File: src/rtl/proj_kmer_hash_pipe_if.sv
// Stream bundle for proj_kmer_hash_pipe.
//   Input side : in_valid/in_ready/in_data/in_last, one nucleotide per transfer.
//   Output side: out_valid/out_ready/out_signature/out_pos/out_last, one k-mer per transfer.
// Handshake: a transfer happens on a rising clk edge where valid & ready are both
// high. Once valid is raised, the source holds valid and its payload stable
// until that transfer. ready may depend combinationally on the sink's state,
// but never on valid.
// modport slave is the hasher side; modport master is the side that feeds
// bases and consumes signatures.
interface proj_kmer_hash_pipe_if #(
  parameter int DATA_BITS        = 2,
  parameter int HASHER_DATA_BITS = 32,
  parameter int NUM_SEEDS        = 4,
  parameter int POS_BITS         = 16
);
  logic                                  in_valid;
  logic                                  in_ready;
  logic [DATA_BITS-1:0]                  in_data;
  logic                                  in_last;
  logic                                  out_valid;
  logic                                  out_ready;
  logic [NUM_SEEDS*HASHER_DATA_BITS-1:0] out_signature;
  logic [POS_BITS-1:0]                   out_pos;
  logic                                  out_last;

  modport master (
    output in_valid, in_data, in_last, out_ready,
    input  in_ready, out_valid, out_signature, out_pos, out_last
  );

  modport slave (
    input  in_valid, in_data, in_last, out_ready,
    output in_ready, out_valid, out_signature, out_pos, out_last
  );
endinterface

File: src/rtl/proj_kmer_hash_pipe.sv
// Streaming k-mer extractor and multi-seed hasher.
// Keeps a sliding window of the last KMER_LEN bases. Each complete k-mer is
// folded to a W-bit word in stage S1. Stage S2 then registers NUM_SEEDS
// MurmurHash3-style lane hashes of that word.
// Ports:
//   clk, rst_n  : clock and asynchronous active-low reset
//   start_over  : synchronous clear of window, base count and position counter
//   seeds       : per-lane seeds, lane i at [i*W +: W]; held stable while busy
//   full        : window holds KMER_LEN bases
//   bus         : input base stream and output signature stream (slave side)
module proj_kmer_hash_pipe #(
  parameter int DATA_BITS        = 2,
  parameter int KMER_LEN         = 16,
  parameter int HASHER_DATA_BITS = 32,
  parameter int NUM_SEEDS        = 4,
  parameter int POS_BITS         = 16
) (
  input  logic                                  clk,
  input  logic                                  rst_n,
  input  logic                                  start_over,
  input  logic [NUM_SEEDS*HASHER_DATA_BITS-1:0] seeds,
  output logic                                  full,
  proj_kmer_hash_pipe_if.slave                  bus
);
  localparam int W        = HASHER_DATA_BITS;
  localparam int WIN_BITS = KMER_LEN * DATA_BITS;
  localparam int NCHUNK   = (WIN_BITS + W - 1) / W;
  localparam int PAD_BITS = NCHUNK * W;
  localparam int CNT_W    = $clog2(KMER_LEN + 1);
  localparam logic [CNT_W-1:0] CNT_FULL = CNT_W'(KMER_LEN);
  localparam logic [W-1:0] C1 = W'(32'h1b873593);
  localparam logic [W-1:0] C2 = W'(32'he6546b64);

  function automatic logic [W-1:0] rol(input logic [W-1:0] x, input int r);
    return (x << r) | (x >> (W - r));
  endfunction

  function automatic logic [W-1:0] lane_hash(input logic [W-1:0] word,
                                             input logic [W-1:0] seed);
    logic [W-1:0] k;
    logic [W-1:0] m;
    k = rol(word, 15) * C1;
    m = rol(seed, 13) ^ k;
    return (m << 2) + m + C2;
  endfunction

  // window / counters
  logic [WIN_BITS-1:0] win;
  logic [CNT_W-1:0]    cnt;
  logic [POS_BITS-1:0] pc;

  // S1
  logic                s1_valid;
  logic [W-1:0]        s1_word;
  logic [POS_BITS-1:0] s1_pos;
  logic                s1_last;

  // S2 (output register)
  logic                          s2_valid;
  logic [NUM_SEEDS*W-1:0]        s2_sig;
  logic [POS_BITS-1:0]           s2_pos;
  logic                          s2_last;

  logic s1_adv, s2_adv, acc, complete, emit;
  logic [WIN_BITS-1:0] base_win, sh_win, nxt_win;
  logic [CNT_W-1:0]    base_cnt, sh_cnt, nxt_cnt;
  logic [POS_BITS-1:0] base_pc, nxt_pc;
  logic [PAD_BITS-1:0] win_pad;
  logic [W-1:0]        fold_word;
  logic [NUM_SEEDS*W-1:0] sig_comb;

  assign s2_adv = ~s2_valid | bus.out_ready;
  assign s1_adv = ~s1_valid | s2_adv;
  assign acc    = bus.in_valid & s1_adv;

  always_comb begin
    // start_over clears first, so a base accepted in the same cycle starts
    // the new sequence.
    base_win = start_over ? '0 : win;
    base_cnt = start_over ? '0 : cnt;
    base_pc  = start_over ? '0 : pc;
    sh_win   = {base_win[WIN_BITS-DATA_BITS-1:0], bus.in_data};
    sh_cnt   = (base_cnt == CNT_FULL) ? base_cnt : base_cnt + CNT_W'(1);
    complete = (sh_cnt == CNT_FULL);
    emit     = acc & complete;
    nxt_win  = base_win;
    nxt_cnt  = base_cnt;
    nxt_pc   = base_pc;
    if (acc) begin
      if (bus.in_last) begin
        nxt_win = '0;
        nxt_cnt = '0;
        nxt_pc  = '0;
      end else begin
        nxt_win = sh_win;
        nxt_cnt = sh_cnt;
        nxt_pc  = emit ? base_pc + POS_BITS'(1) : base_pc;
      end
    end
  end

  // XOR-fold the post-shift window into W bits; the top chunk is zero-padded.
  always_comb begin
    win_pad = '0;
    win_pad[WIN_BITS-1:0] = sh_win;
    fold_word = '0;
    for (int c = 0; c < NCHUNK; c++) fold_word = fold_word ^ win_pad[c*W +: W];
  end

  always_comb begin
    sig_comb = '0;
    for (int i = 0; i < NUM_SEEDS; i++)
      sig_comb[i*W +: W] = lane_hash(s1_word, seeds[i*W +: W]);
  end

  always_ff @(posedge clk or negedge rst_n) begin
    if (!rst_n) begin
      win      <= '0;
      cnt      <= '0;
      pc       <= '0;
      s1_valid <= 1'b0;
      s1_word  <= '0;
      s1_pos   <= '0;
      s1_last  <= 1'b0;
      s2_valid <= 1'b0;
      s2_sig   <= '0;
      s2_pos   <= '0;
      s2_last  <= 1'b0;
    end else begin
      win <= nxt_win;
      cnt <= nxt_cnt;
      pc  <= nxt_pc;
      if (s1_adv) begin
        s1_valid <= emit;
        if (emit) begin
          s1_word <= fold_word;
          s1_pos  <= base_pc;
          s1_last <= bus.in_last;
        end
      end
      if (s2_adv) begin
        s2_valid <= s1_valid;
        if (s1_valid) begin
          s2_sig  <= sig_comb;
          s2_pos  <= s1_pos;
          s2_last <= s1_last;
        end
      end
    end
  end

  assign full              = (cnt == CNT_FULL);
  assign bus.in_ready      = s1_adv;
  assign bus.out_valid     = s2_valid;
  assign bus.out_signature = s2_sig;
  assign bus.out_pos       = s2_pos;
  assign bus.out_last      = s2_last;
endmodule

File: src/flat_wrapper.sv
// flat-port wrapper written by rule: the top's interface ports become plain ports
module proj_kmer_hash_pipe_flat 
#(
  parameter int DATA_BITS        = 2,
  parameter int KMER_LEN         = 16,
  parameter int HASHER_DATA_BITS = 32,
  parameter int NUM_SEEDS        = 4,
  parameter int POS_BITS         = 16
)
  (clk, rst_n, start_over, seeds, full, bus_in_valid, bus_in_data, bus_in_last, bus_out_ready, bus_in_ready, bus_out_valid, bus_out_signature, bus_out_pos, bus_out_last);
  proj_kmer_hash_pipe_if #(.DATA_BITS(DATA_BITS), .HASHER_DATA_BITS(HASHER_DATA_BITS), .NUM_SEEDS(NUM_SEEDS), .POS_BITS(POS_BITS)) bus_i ();
  input  logic clk;
  input  logic rst_n;
  input  logic start_over;
  input  logic [NUM_SEEDS*HASHER_DATA_BITS-1:0] seeds;
  output logic full;
  input wire logic [$bits(bus_i.in_valid)-1:0] bus_in_valid;
  input wire logic [$bits(bus_i.in_data)-1:0] bus_in_data;
  input wire logic [$bits(bus_i.in_last)-1:0] bus_in_last;
  input wire logic [$bits(bus_i.out_ready)-1:0] bus_out_ready;
  output wire logic [$bits(bus_i.in_ready)-1:0] bus_in_ready;
  output wire logic [$bits(bus_i.out_valid)-1:0] bus_out_valid;
  output wire logic [$bits(bus_i.out_signature)-1:0] bus_out_signature;
  output wire logic [$bits(bus_i.out_pos)-1:0] bus_out_pos;
  output wire logic [$bits(bus_i.out_last)-1:0] bus_out_last;
  assign bus_i.in_valid = bus_in_valid;
  assign bus_i.in_data = bus_in_data;
  assign bus_i.in_last = bus_in_last;
  assign bus_i.out_ready = bus_out_ready;
  assign bus_in_ready = bus_i.in_ready;
  assign bus_out_valid = bus_i.out_valid;
  assign bus_out_signature = bus_i.out_signature;
  assign bus_out_pos = bus_i.out_pos;
  assign bus_out_last = bus_i.out_last;
  proj_kmer_hash_pipe #(.DATA_BITS(DATA_BITS), .KMER_LEN(KMER_LEN), .HASHER_DATA_BITS(HASHER_DATA_BITS), .NUM_SEEDS(NUM_SEEDS), .POS_BITS(POS_BITS)) u_core (.clk(clk), .rst_n(rst_n), .start_over(start_over), .seeds(seeds), .full(full), .bus(bus_i));
endmodule
File: config.mk
export PLATFORM = sky130hd
export DESIGN_NAME = proj_kmer_hash_pipe_flat
export DESIGN_NICKNAME = d
export VERILOG_FILES = /design/src/rtl/proj_kmer_hash_pipe_if.sv /design/src/rtl/proj_kmer_hash_pipe.sv /design/src/flat_wrapper.sv
export SDC_FILE = /design/constraint.sdc
export NUM_CORES = 1
export LEC_CHECK = 0
export ABC_AREA = 1
export CORE_ASPECT_RATIO = 1.25
export CORE_MARGIN = 3
export CORE_UTILIZATION = 50
export CTS_CLUSTER_DIAMETER = 50
export DETAILED_ROUTE_END_ITERATION = 10
export GPL_ROUTABILITY_DRIVEN = 1
export PLACE_DENSITY = 0.76
export SLEW_MARGIN = 0
export SYNTH_ARGS = -nofsm -noshare
export SYNTH_HDL_FRONTEND = slang
export SYNTH_SLANG_ARGS = --single-unit
File: constraint.sdc
create_clock -name clk -period 20.9 [get_ports clk]
set_clock_uncertainty 0.15 [all_clocks]
set_input_delay 2.09 -clock clk [delete_from_list [all_inputs] [get_ports clk]]
set_output_delay 2.09 -clock clk [all_outputs]
set_load 0.05 [all_outputs]
==> reports/summary.txt <==
WL per Instance: 18.4 um
setup bufs post-CTS: 0
clk_lat worst skew: 0.55 ns
top_reg_cell synth: dfrtp_1
commonest non-fill, non-tap cell in the layout: nand2_1
Hold Fails Final Rpt: 0
initial antenna violation count: 5
met1 GRT Util: 0.341
drt total wl: 81.6 mm
Clock Sinks: 247
CP required: 21.16 ns
Initial Utilization: 0.506
max incr delay on CP: 0.83 ns
DRT antenna net count: 0
Core Rows: 95
CP most frequent cell: inv_1
crit start category: flip-flop
Worst VDD drop: 0.0636 mV
pin count of the biggest net entering global routing: 103
share of layout cells above drive strength 1: 0.0393
setup slack at placement: 11.10 ns
syn_nets: 4117
Clk pin slew, worst setup/hold paths: 0.06 ns
DRC: 0
Post-Syn Area: 27200 sq um
Vias: 23100
met3 usage: 0.0453
shortest period the worst path allows: 9.84 ns
synthesized area per cell: 8.01 sq um
leakage power: 0.0168 uW
final slew viol count: 0
most frequent cells in the layout: 701 x nand2_1, 683 x inv_1, 396 x ha_1, 282 x clkdlybuf4s50_1, 247 x dfrtp_1
max cap viols: 0
final worst setup slack: 11.06 ns
Pwr Density: 50.6 nW/um^2
root buf cell: clkbuf_16
Die Footprint: 57300 sq um
setup tns final: 0 ns
YS warnings: 0
max_slew headroom: 0.288
gr usage total: 0.287
status: finished, final reports clean
Die Ht: 267 um
CP bufs+invs: 8
CTS max path bufs: 3
First-pass DRT Iterations: 5
CP arrival: 10.11 ns
delay-heaviest family, CP: adder cells
H-tree levels: 2
RSZ-0062 raised after global routing: no
first-pass GRT wire length: 128 mm
Mapped Cells: 3403
library cells used by synthesis: 58
Nets: 4402
GR peak layer: met2
slowest CP cell: xor2_1
PostCTS Resize Cnt: 0
GPL Wtd Cong: 0.952
largest fanout on the critical path: 13
fin crit share: 0.471
Worst setup EP type: flip-flop
fillers: 4882
gr ovfl total: 0
vias in the first global route: 23700
Fmax: 102 MHz
I/O pins: 284
vias per cell: 5.20
area grow syn2layout: 17.9%
CTS Buf Count: 34
post-DP HPWL: 66.7 mm
share of synthesized registers carrying an async set or reset: 1.00
PortBufs: 283
FF+latch count, synth: 247
die span in x: 215 um
Hold WC Path Type: flip-flop to flip-flop
# hold bufs at CTS: 0
DR iter-0 viols: 1409
worst slew pin tran: 1.07 ns
number of flops mapped to enable cells by yosys: 0
TritonCTS clock tree: done
final setup violation count: 0
CP Class: flip-flop to flip-flop
M2 GR Usage: 0.511
Core Area: 53800 sq um
post-synthesis sequential area ratio: 0.227
## sequential cells by signal (all words and copies together) (netlist names)
register                  count
u_core.bus.out_last           1
u_core.bus.out_pos           16
u_core.bus.out_signature    128
u_core.bus.out_valid          1
u_core.cnt                    5
u_core.pc                    16
u_core.s1_last                1
u_core.s1_pos                16
u_core.s1_valid               1
u_core.s1_word               32
u_core.win                   30
## cell type report
type	instances	area (sq um)	share of cell area
diodes	6	15.0	0.000468
clock buffers	43	936	0.0291
clock inverters	19	210	0.00655
inverters	685	2570	0.0801
multi-input cells	2413	18300	0.569
flip-flops and latches	247	6180	0.192
well taps	727	910	0.0283
repair buffers	307	3020	0.0940
## synthesized netlist by cell type, drive strengths merged (2+ instances only)
cell type / number / share of area
a31oi: 16 / 0.0037
or2: 26 / 0.0060
or3: 2 / 0.00046
nor3b: 5 / 0.0014
nand4: 15 / 0.0034
a21boi: 10 / 0.0034
and3: 3 / 0.00069
o221ai: 2 / 0.00064
xor2: 131 / 0.045
nand3b: 9 / 0.0025
a21oi: 175 / 0.032
clkbuf: 50 / 0.0069
xnor2: 118 / 0.038
a211oi: 10 / 0.0028
ha: 396 / 0.18
o21a: 2 / 0.00055
buf: 8 / 0.0014
fa: 182 / 0.13
nand3: 103 / 0.020
o2111ai: 3 / 0.00096
o21ai: 238 / 0.045
a21o: 10 / 0.0028
nor3: 19 / 0.0037
o211ai: 6 / 0.0017
o31ai: 2 / 0.00055
o22ai: 31 / 0.0071
nand2: 712 / 0.099
nor2: 151 / 0.022
o21bai: 18 / 0.0054
dfrtp: 247 / 0.23
inv: 685 / 0.094
xnor3: 3 / 0.0025
nor4: 12 / 0.0030
## final timing paths
kind | from | to | slack, ns | cells after the start
min | u_core.s1_pos[12] | u_core.bus.out_pos[12] | 0.32 | 2
min reg2reg | u_core.s1_pos[12] | u_core.bus.out_pos[12] | 0.32 | 2
min in group asynchronous | rst_n | u_core.bus.out_signature[4] | 1.39 | 1
max in group asynchronous | rst_n | u_core.s1_pos[9] | 17.31 | 3
max | u_core.s1_word[20] | u_core.bus.out_signature[31] | 11.06 | 37
max reg2reg | u_core.s1_word[20] | u_core.bus.out_signature[31] | 11.06 | 37
## report_power, final
part	leakage (uW)	switching (uW)	internal (uW)
sequential	0.00343	1.71	481
clock	0.000550	245	350
combinational	0.0128	333	214
total	0.0168	580	1040
## logic make-up after synthesis
| kind of cell | Yosys count | share of synthesized area |
|---|---|---|
| DFF | 247 | 0.227 |
| adders and majority gates | 578 | 0.316 |
| AOI/OAI and AO/OA | 525 | 0.107 |
| and+or+nand+nor | 1058 | 0.162 |
| xor gates and xnor gates | 252 | 0.0858 |
| buffers and inverters | 743 | 0.103 |
## per-stage QoR
| step | cells | hold WS [ns] | power [uW] | cell area [sq um] | util |
|---|---|---|---|---|---|
| global route | 4445 | 0.350 | 1720 | 32100 | 0.596 |
| detailed placement | 4379 | 0.309 | 1030 | 31000 | 0.575 |
| floorplan | 3403 | 0.292 | 870 | 27200 | - |
| CTS | 4441 | 0.323 | 1630 | 32100 | 0.596 |
| finish | 4447 | 0.322 | 1620 | 32100 | 0.596 |
| global placement | 4379 | 0.302 | 1030 | 31000 | 0.575 |
## metal layers
layer  up-vias  routed length [um]
li1      11400                   -
met3       163                4710
met4         0                4190
met2       649               40000
met5         -                   0
met1     10900               32700
## worst reg2reg max path: cells and delay by family (launching register included)
kind            cells  cell delay [ns]
fa+ha+maj          11             4.17
simple gates        6             1.21
buf+inv             8             0.48
compound gates      8             1.52
flops               1             0.70
xor+xnor            4             1.49
Note: power is estimated with default switching activity, not from simulation.
